### config.mk
export PLATFORM = sky130hd
export DESIGN_NAME = vga_sync_flat
export DESIGN_NICKNAME = d
export VERILOG_FILES = /design/src/rtl/vga_pkg.sv /design/src/rtl/vga_sync_if.sv /design/src/rtl/pixel_tick_gen.sv /design/src/rtl/vga_sync.sv /design/src/flat_wrapper.sv
export SDC_FILE = /design/constraint.sdc
export NUM_CORES = 1
export LEC_CHECK = 0
export BUFFER_PORTS_ARGS = -buffer_cell sky130_fd_sc_hd__buf_2
export CAP_MARGIN = 40
export CELL_PAD_IN_SITES_DETAIL_PLACEMENT = 1
export CELL_PAD_IN_SITES_GLOBAL_PLACEMENT = 2
export CORE_ASPECT_RATIO = 1.2
export CORE_MARGIN = 5
export CORE_UTILIZATION = 37
export DETAILED_ROUTE_END_ITERATION = 8
export PLACE_DENSITY = 0.92
export SLEW_MARGIN = 20
export SYNTH_ARGS = -nofsm -noshare
export SYNTH_HDL_FRONTEND = slang
export SYNTH_SLANG_ARGS = --single-unit
### constraint.sdc
create_clock -name clk -period 5.45 [get_ports clk]
set_input_delay 0.545 -clock clk [delete_from_list [all_inputs] [get_ports clk]]
set_output_delay 0.545 -clock clk [all_outputs]
set_load 0.1 [all_outputs]
### src/rtl/vga_pkg.sv
// Shared VGA timing package: 640x480@60 Hz constants, derived sync windows,
// coordinate type and a small range helper used by the timing generator and renderers.
package vga_pkg;

    // Coordinate width shared by x/y and every renderer comparison
    localparam int unsigned COORD_W = 10;
    typedef logic [COORD_W-1:0] coord_t;

    // Horizontal timing, in pixels
    localparam int unsigned VGA_H_DISPLAY = 640;
    localparam int unsigned VGA_H_FP      = 16;
    localparam int unsigned VGA_H_SYNC    = 96;
    localparam int unsigned VGA_H_BP      = 48;
    localparam int unsigned VGA_H_TOTAL   = VGA_H_DISPLAY + VGA_H_FP + VGA_H_SYNC + VGA_H_BP;

    // Vertical timing, in lines
    localparam int unsigned VGA_V_DISPLAY = 480;
    localparam int unsigned VGA_V_FP      = 10;
    localparam int unsigned VGA_V_SYNC    = 2;
    localparam int unsigned VGA_V_BP      = 33;
    localparam int unsigned VGA_V_TOTAL   = VGA_V_DISPLAY + VGA_V_FP + VGA_V_SYNC + VGA_V_BP;

    // Derived sync windows (inclusive), sync is asserted low inside them
    localparam int unsigned VGA_HS_START = VGA_H_DISPLAY + VGA_H_FP;
    localparam int unsigned VGA_HS_END   = VGA_H_DISPLAY + VGA_H_FP + VGA_H_SYNC - 1;
    localparam int unsigned VGA_VS_START = VGA_V_DISPLAY + VGA_V_FP;
    localparam int unsigned VGA_VS_END   = VGA_V_DISPLAY + VGA_V_FP + VGA_V_SYNC - 1;

    // Default pixel divider: 100 MHz system clock down to 25 MHz pixel rate
    localparam int unsigned VGA_DIV = 4;

    // True when lo <= v <= hi
    function automatic logic in_span(coord_t v, coord_t lo, coord_t hi);
        return (v >= lo) && (v <= hi);
    endfunction

endpackage

### src/rtl/vga_sync_if.sv
// Timing bus published by vga_sync: pixel coordinate, blanking, sync and tick strobes.
// master = timing generator, slave = renderers / connector / game logic.
interface vga_sync_if;
    import vga_pkg::*;

    coord_t x;
    coord_t y;
    logic   video_on;
    logic   hsync;
    logic   vsync;
    logic   p_tick;
    logic   frame_tick;

    modport master (
        output x, y, video_on, hsync, vsync, p_tick, frame_tick
    );

    modport slave (
        input x, y, video_on, hsync, vsync, p_tick, frame_tick
    );

endinterface

### src/rtl/pixel_tick_gen.sv
// Pixel-rate enable generator: div_cnt counts 0..DIV-1 and wraps; p_tick is high
// for the one system clock where the count sits at DIV-1 (constantly high for DIV=1).
module pixel_tick_gen #(
    parameter int unsigned DIV = 4
) (
    input  logic clk,
    input  logic reset,
    output logic p_tick
);

    localparam int unsigned CW = (DIV > 1) ? $clog2(DIV) : 1;
    typedef logic [CW-1:0] cnt_t;
    localparam cnt_t LAST = cnt_t'(DIV - 1);

    cnt_t div_cnt_q;
    cnt_t div_cnt_d;

    // Next divider count: wrap at DIV-1
    always_comb begin
        div_cnt_d = div_cnt_q + cnt_t'(1);
        if (div_cnt_q == LAST) begin
            div_cnt_d = '0;
        end
    end

    // Divider register, cleared asynchronously
    always_ff @(posedge clk or posedge reset) begin
        if (reset) begin
            div_cnt_q <= '0;
        end else begin
            div_cnt_q <= div_cnt_d;
        end
    end

    // Pixel enable decoded straight from the register
    always_comb begin
        p_tick = (div_cnt_q == LAST);
    end

endmodule

### src/rtl/vga_sync.sv
// VGA timing generator: pixel divider, horizontal/vertical counters published as the
// current pixel coordinate, registered active-low syncs, blanking decode and frame tick.
module vga_sync
    import vga_pkg::*;
#(
    parameter int unsigned DIV       = VGA_DIV,
    parameter int unsigned H_DISPLAY = VGA_H_DISPLAY,
    parameter int unsigned H_FP      = VGA_H_FP,
    parameter int unsigned H_SYNC    = VGA_H_SYNC,
    parameter int unsigned H_BP      = VGA_H_BP,
    parameter int unsigned V_DISPLAY = VGA_V_DISPLAY,
    parameter int unsigned V_FP      = VGA_V_FP,
    parameter int unsigned V_SYNC    = VGA_V_SYNC,
    parameter int unsigned V_BP      = VGA_V_BP
) (
    input  logic          clk,
    input  logic          reset,
    vga_sync_if.master    vga
);

    localparam int unsigned H_TOTAL = H_DISPLAY + H_FP + H_SYNC + H_BP;
    localparam int unsigned V_TOTAL = V_DISPLAY + V_FP + V_SYNC + V_BP;

    localparam coord_t H_LAST   = coord_t'(H_TOTAL - 1);
    localparam coord_t V_LAST   = coord_t'(V_TOTAL - 1);
    localparam coord_t H_ACTIVE = coord_t'(H_DISPLAY);
    localparam coord_t V_ACTIVE = coord_t'(V_DISPLAY);
    localparam coord_t HS_START = coord_t'(H_DISPLAY + H_FP);
    localparam coord_t HS_END   = coord_t'(H_DISPLAY + H_FP + H_SYNC - 1);
    localparam coord_t VS_START = coord_t'(V_DISPLAY + V_FP);
    localparam coord_t VS_END   = coord_t'(V_DISPLAY + V_FP + V_SYNC - 1);

    logic   p_tick;

    coord_t x_q, x_d;
    coord_t y_q, y_d;
    logic   hsync_q, hsync_d;
    logic   vsync_q, vsync_d;

    pixel_tick_gen #(
        .DIV (DIV)
    ) u_tick (
        .clk    (clk),
        .reset  (reset),
        .p_tick (p_tick)
    );

    // Next coordinate: advance one pixel per p_tick, wrapping line then frame
    always_comb begin
        x_d = x_q;
        y_d = y_q;
        if (p_tick) begin
            if (x_q == H_LAST) begin
                x_d = '0;
                if (y_q == V_LAST) begin
                    y_d = '0;
                end else begin
                    y_d = y_q + coord_t'(1);
                end
            end else begin
                x_d = x_q + coord_t'(1);
            end
        end
    end

    // Sync next-state decoded from the next coordinate so the registered syncs line up with x/y
    always_comb begin
        hsync_d = hsync_q;
        vsync_d = vsync_q;
        if (p_tick) begin
            hsync_d = ~in_span(x_d, HS_START, HS_END);
            vsync_d = ~in_span(y_d, VS_START, VS_END);
        end
    end

    // Counter and sync registers, reset to the top-left idle state
    always_ff @(posedge clk or posedge reset) begin
        if (reset) begin
            x_q     <= '0;
            y_q     <= '0;
            hsync_q <= 1'b1;
            vsync_q <= 1'b1;
        end else begin
            x_q     <= x_d;
            y_q     <= y_d;
            hsync_q <= hsync_d;
            vsync_q <= vsync_d;
        end
    end

    // Published timing bus; blanking and frame tick are zero-latency decodes of the counters
    always_comb begin
        vga.x          = x_q;
        vga.y          = y_q;
        vga.hsync      = hsync_q;
        vga.vsync      = vsync_q;
        vga.p_tick     = p_tick;
        vga.video_on   = (x_q < H_ACTIVE) && (y_q < V_ACTIVE);
        vga.frame_tick = p_tick && (x_q == H_LAST) && (y_q == V_LAST);
    end

endmodule

### src/flat_wrapper.sv
// flat-port wrapper written by rule: the top's interface ports become plain ports
module vga_sync_flat import vga_pkg::*;
#(
    parameter int unsigned DIV       = VGA_DIV,
    parameter int unsigned H_DISPLAY = VGA_H_DISPLAY,
    parameter int unsigned H_FP      = VGA_H_FP,
    parameter int unsigned H_SYNC    = VGA_H_SYNC,
    parameter int unsigned H_BP      = VGA_H_BP,
    parameter int unsigned V_DISPLAY = VGA_V_DISPLAY,
    parameter int unsigned V_FP      = VGA_V_FP,
    parameter int unsigned V_SYNC    = VGA_V_SYNC,
    parameter int unsigned V_BP      = VGA_V_BP
)
  (clk, reset, vga_x, vga_y, vga_video_on, vga_hsync, vga_vsync, vga_p_tick, vga_frame_tick);
  vga_sync_if vga_i ();
  input  logic clk;
  input  logic reset;
  output wire logic [$bits(vga_i.x)-1:0] vga_x;
  output wire logic [$bits(vga_i.y)-1:0] vga_y;
  output wire logic [$bits(vga_i.video_on)-1:0] vga_video_on;
  output wire logic [$bits(vga_i.hsync)-1:0] vga_hsync;
  output wire logic [$bits(vga_i.vsync)-1:0] vga_vsync;
  output wire logic [$bits(vga_i.p_tick)-1:0] vga_p_tick;
  output wire logic [$bits(vga_i.frame_tick)-1:0] vga_frame_tick;
  assign vga_x = vga_i.x;
  assign vga_y = vga_i.y;
  assign vga_video_on = vga_i.video_on;
  assign vga_hsync = vga_i.hsync;
  assign vga_vsync = vga_i.vsync;
  assign vga_p_tick = vga_i.p_tick;
  assign vga_frame_tick = vga_i.frame_tick;
  vga_sync #(.DIV(DIV), .H_DISPLAY(H_DISPLAY), .H_FP(H_FP), .H_SYNC(H_SYNC), .H_BP(H_BP), .V_DISPLAY(V_DISPLAY), .V_FP(V_FP), .V_SYNC(V_SYNC), .V_BP(V_BP)) u_core (.clk(clk), .reset(reset), .vga(vga_i));
endmodule
After elaboration in Yosys (flattened, before gate mapping) --
Index checks and enable logic that the tools add are counted.
Storage, ports and cells: flip-flop bits (word level) 24, latch bits 0, memory bits (writable) 0, bits in read-only memories 0, output and inout port bits 25, word-level logic and storage cells 30, memories kept 0
Cells by class: $add $sub $neg 3, $mul 0, div/mod/pow operators 0, $lt $le $gt $ge 6, eq/ne operators 3, shift operators 0, muxes and demuxes 6, bitwise gates (word level) 2, reductions and logical operators 5
Operators by type and width (count):
- $mux 10 | 5
- $add 10x1->10 const B | 2
- $eq 10x10->1 const B | 2
- $ge 10x10->1 const B | 1
- $ge 10x9->1 const B | 1
- $le 10x10->1 const B | 1
- $le 10x9->1 const B | 1
- $lt 10x10->1 const B | 1
- $lt 10x9->1 const B | 1
- $logic_and 1x1->1 | 5
- $add 2x1->2 const B | 1
- $eq 2x2->1 const B | 1
- $mux 2 | 1
- $not 1->1 | 2

Longest topological paths before layout --
depth after elaboration 7, mapped depth 8, gate-level depth less buffers 7

Modules after synthesis --
Synthesis repeated with hierarchy kept, for this count alone.
Unflattened totals: cells, all modules 143, area total of the unflattened synthesis 1320.0 sq um
Modules (own cells, without submodules):
- vga_sync | instances 1, cells an instance 138, area each 1249.9 sq um, seq. area each 553.0 sq um
- pixel_tick_gen | instances 1, cells an instance 5, area each 70.1 sq um, seq. area each 50.0 sq um

Least setup slack after synthesis --
Ideal clock, no wire load.
kind flip-flop to output port, start point reg u_core.x_q[7], in the netlist u_core.vga.x[7], end point out vga_video_on, arrival time 3.612 ns, path slack 1.293 ns, stages on the path, launching flop included 3, buffers on the path 0, cells stage by stage dfrtp_1 or2_2 a221oi_1
Between the ends: word-level cells in the longest chain between the ends 2
RTL lines:
- start, declared | line vga_sync.sv:35 | coord_t x_q, x_d;
- start signal, assigned | line vga_sync.sv:79 | x_q <= '0;
- start signal, assigned | line vga_sync.sv:84 | x_q <= x_d;
- $lt 10x10->1 | line vga_sync.sv:98 | vga.video_on = (x_q < H_ACTIVE) && (y_q < V_ACTIVE);
- $logic_and 1x1->1 | line vga_sync.sv:98
- end, declared | line flat_wrapper.sv:20 | output wire logic [$bits(vga_i.video_on)-1:0] vga_video_on;
No other way between the ends.

Worst setup path in the final report --
start point reg u_core.u_tick.div_cnt_q[0], end point out vga_frame_tick
Between the ends: word-level cells in the longest chain between the ends 3
RTL lines:
- start, declared | line pixel_tick_gen.sv:15 | cnt_t div_cnt_q;
- start signal, assigned | line pixel_tick_gen.sv:31 | div_cnt_q <= div_cnt_d;
- $eq 2x2->1 | line pixel_tick_gen.sv:37 | p_tick = (div_cnt_q == LAST);
- $logic_and 1x1->1 (2 in a row) | line vga_sync.sv:99 | vga.frame_tick = p_tick && (x_q == H_LAST) && (y_q == V_LAST);
- end, declared | line flat_wrapper.sv:24 | output wire logic [$bits(vga_i.frame_tick)-1:0] vga_frame_tick;
No other way between the ends.

==> flow_metrics.env <==
export IMPL_skew_ns=0.00369
export IMPL_die_h_um=80.6
export IMPL_fill_cells=497
export IMPL_synthMuxAreaShare_pct=1.38
export IMPL_fin_crit_ns=2.98
export IMPL_async_reset_ff_share_pct=100
export IMPL_insertion_delay_ns=0.27
export IMPL_setup_slack_ns=2.47
export IMPL_power_mw=0.309
export IMPL_relSlewSlack_pct=65.6
export IMPL_post_synth_cell_area_avg_um2=9.55
export IMPL_worst_r2r_endpoint="u_core.vga.vsync$_DFFE_PP1P_"
export IMPL_worst_hold_slack_ns=0.232
export IMPL_syn_cell_area_um2=1540
export IMPL_die_w_um=68.9
export IMPL_io_buffers=26
export IMPL_p_leak_nw=0.762
export IMPL_synth_xor_area_share_pct=6.83
export IMPL_final_antenna_net_count=0
export IMPL_finalHoldViolCount=0
export IMPL_cts_root_buffer="clkbuf_8"
export IMPL_path_buf_inv=1
export IMPL_synth_compound_area_share_pct=13.6
export IMPL_rsz0062_at_grt="no"
export IMPL_ff2ff_path_depth=6
export IMPL_post_cts_buffers=0
export IMPL_top_layer="met4"
export IMPL_cp_max_fo=12
export IMPL_fin_crit_sh_pct=54.7
export IMPL_end_kind="primary output"
export IMPL_fin_cells=235
export IMPL_synth_simple_area_share_pct=29.3
export IMPL_required_ns=4.91
export IMPL_grt_usage_pct=16.8
export IMPL_vdd_drop_max_mv=0.0813
export IMPL_drt_pass1_iter_count=4
export IMPL_clkTransAtPathRegs_ns=0.09
export IMPL_numPlacedInstances=231
export IMPL_grt_pass1_wl_mm=7.09
export IMPL_post_route_util_pct=43.7
export IMPL_wirelength_mm=4.18
export IMPL_dp_hpwl_mm=3.20
export IMPL_final_cell_area_um2=1740
export IMPL_critPathTopFamily="simple AND/OR/NAND/NOR gates"
export IMPL_route_detailed_drc=0
export IMPL_synth_main_ff_cell="dfrtp_1"
export IMPL_worstSetupPathType="reg -> out"
export IMPL_setup_violations=0
export IMPL_coreArea_um2=3970
export IMPL_numClockSinks=24
export IMPL_postSynthCellCount=161
export IMPL_tightestPinTransition_ns=0.515
export IMPL_drive_gt1_share_pct=23.8
export IMPL_synthAdderAreaFrac_pct=3.25
export IMPL_num_rows=25
export IMPL_critPathMaxStageDelay_ns=0.46
export IMPL_hold_path_class="in -> async"
export IMPL_die_area_um2=5550
export IMPL_synth_edf_count=0
export IMPL_cp_slowest_cell="buf_2"
export IMPL_r2r_setup_slack_ns=2.90
export IMPL_max_freq_ghz=0.336
export IMPL_startpoint_type="flip-flop"
export IMPL_synth_top_family_by_area="simple AND/OR/NAND/NOR gates"
export IMPL_overflow=0
export IMPL_start_util_pct=38.7
export IMPL_grt_pass1_vias=1381
export IMPL_crit_chain="ha_1, and3_1, nand4_4, nor2_1, buf_2"
export IMPL_drt_initial_drc_count=84
export IMPL_yosys_warnings=0
export IMPL_vias=1354
export IMPL_h_tree_depth=1
export IMPL_cts_buffers_inserted=3
export IMPL_synth_seq_cells=24
export IMPL_placedInstanceArea_um2=1680
export IMPL_wirelength_met1_mm=1.70
export IMPL_holdBufCountCts=0
export IMPL_via_per_inst=5.76
export IMPL_yosysSeqAreaShare_pct=39.2
export IMPL_cp_arrival_ns=2.44
export IMPL_outcome="complete, no violations"
export IMPL_cts_resized=0
export IMPL_syn_num_nets=167
export IMPL_max_cap_violations=0
export IMPL_antenna_cells=0
export IMPL_routed_wl_met3_um=168
export IMPL_slew_viol_final=0
export IMPL_antenna_found_initial=0
export IMPL_final_net_count=188
export IMPL_wire_per_inst_um=17.8
export IMPL_cts_tree="done"
export IMPL_gp_congestion=0.893
export IMPL_dp_slack_ns=2.79
export IMPL_met2WireLength_mm=2.26
export IMPL_fin_tns_setup_ns=0
export IMPL_power_density_nw_per_um2=178
export IMPL_syn_to_final_growth_pct=13.0
export IMPL_max_clock_path_buffers=2
export IMPL_pin_count=27
export IMPL_synth_cell_types=55
export IMPL_grt_max_degree=19
export IMPL_reg2reg_from="u_core.u_tick.div_cnt_q[0]$_DFF_PP0_"
[cells by family (layout without fill, tap and decap cells)]
family,Yosys count,after routing
DFF,24,24
adders and majority gates,4,4
xor gates and xnor gates,12,12
buffers and inverters,16,36
AOI/OAI and AO/OA,31,31
and+or+nand+nor,72,72
muxes,2,2
[worst register-to-register path: stages, from the launching register on]
cell,delay [ns]
dfrtp_1,0.36
ha_1,0.45
and3_1,0.43
and4_1,0.59
nand4_1,0.20
xnor2_1,0.28
a41oi_1,0.15
[sequential cells by signal (all words and copies together), names as in the netlist]
register / cells
u_core.vga.vsync: 1
u_core.u_tick.div_cnt_q: 2
u_core.vga.x: 10
u_core.vga.hsync: 1
u_core.vga.y: 10
[Yosys cell counts, types with 2 or more instances]
library cell   n  area (um2)
a211oi_1       2        15.0
a21oi_1        7        35.0
a31oi_1        3        18.8
and3_1         4        25.0
and4_1         2        17.5
buf_2          3        15.0
buf_4          5        37.5
buf_6          2        22.5
dfrtp_1       22         551
dfstp_2        2        52.6
ha_1           4        50.1
inv_1          5        18.8
nand2_1       17        63.8
nand3_1        9        45.0
nand4_1        5        31.3
nor2_1        10        37.5
nor3_1         4        20.0
nor3b_1        2        15.0
nor4_1         2        12.5
o21ai_0        5        25.0
or2_1          2        12.5
xnor2_1        7        61.3
xor2_1         5        43.8
[worst max path at each step]
stage / endpoint / from / depth (start not counted)
after detailed placement: vga_frame_tick / u_core.u_tick.div_cnt_q[0]$_DFF_PP0_ / 5
after global placement: vga_frame_tick / u_core.u_tick.div_cnt_q[0]$_DFF_PP0_ / 5
final: vga_frame_tick / u_core.u_tick.div_cnt_q[0]$_DFF_PP0_ / 5
after global routing: vga_frame_tick / u_core.u_tick.div_cnt_q[0]$_DFF_PP0_ / 5
after CTS: vga_frame_tick / u_core.u_tick.div_cnt_q[0]$_DFF_PP0_ / 5
after floorplan: vga_video_on / u_core.vga.x[7]$_DFF_PP0_ / 2
[final cells by class]
type | count | area, um2 | share of cell area [%]
Sequential cell | 24 | 603 | 34.7
Multi-Input combinational cell | 121 | 836 | 48.1
Tap cell | 54 | 67.6 | 3.89
Timing Repair Buffer | 27 | 158 | 9.07
Clock buffer | 4 | 55.1 | 3.17
Inverter | 5 | 18.8 | 1.08
[layout by cell type, fill, tap and decap left out, types with 2 or more instances in the layout]
cell type	count
a211oi_1	2
a21oi_1	7
a31oi_1	3
and3_1	4
and4_1	2
buf_2	26
clkbuf_8	4
dfrtp_1	22
dfstp_2	2
ha_1	4
inv_1	5
nand2_1	17
nand3_1	9
nand4_1	5
nor2_1	10
nor3_1	4
nor3b_1	2
nor4_1	2
o21ai_0	5
or2_1	2
xnor2_1	7
xor2_1	5
[layer usage]
metal,global-route usage [%],vias up
met5,0,-
met3,2.80,6
met2,28.6,31
met4,5.26,0
met1,21.2,692
li1,-,625
[power breakdown]
| group | leakage, nW | switching, mW | internal (mW) |
|---|---|---|---|
| combinational | 0.419 | 0.00396 | 0.00228 |
| sequential | 0.314 | 0 | 0.178 |
| clock | 0.0288 | 0.0598 | 0.0646 |
| total | 0.762 | 0.0637 | 0.245 |
Note: power is estimated with default switching activity, not from simulation.
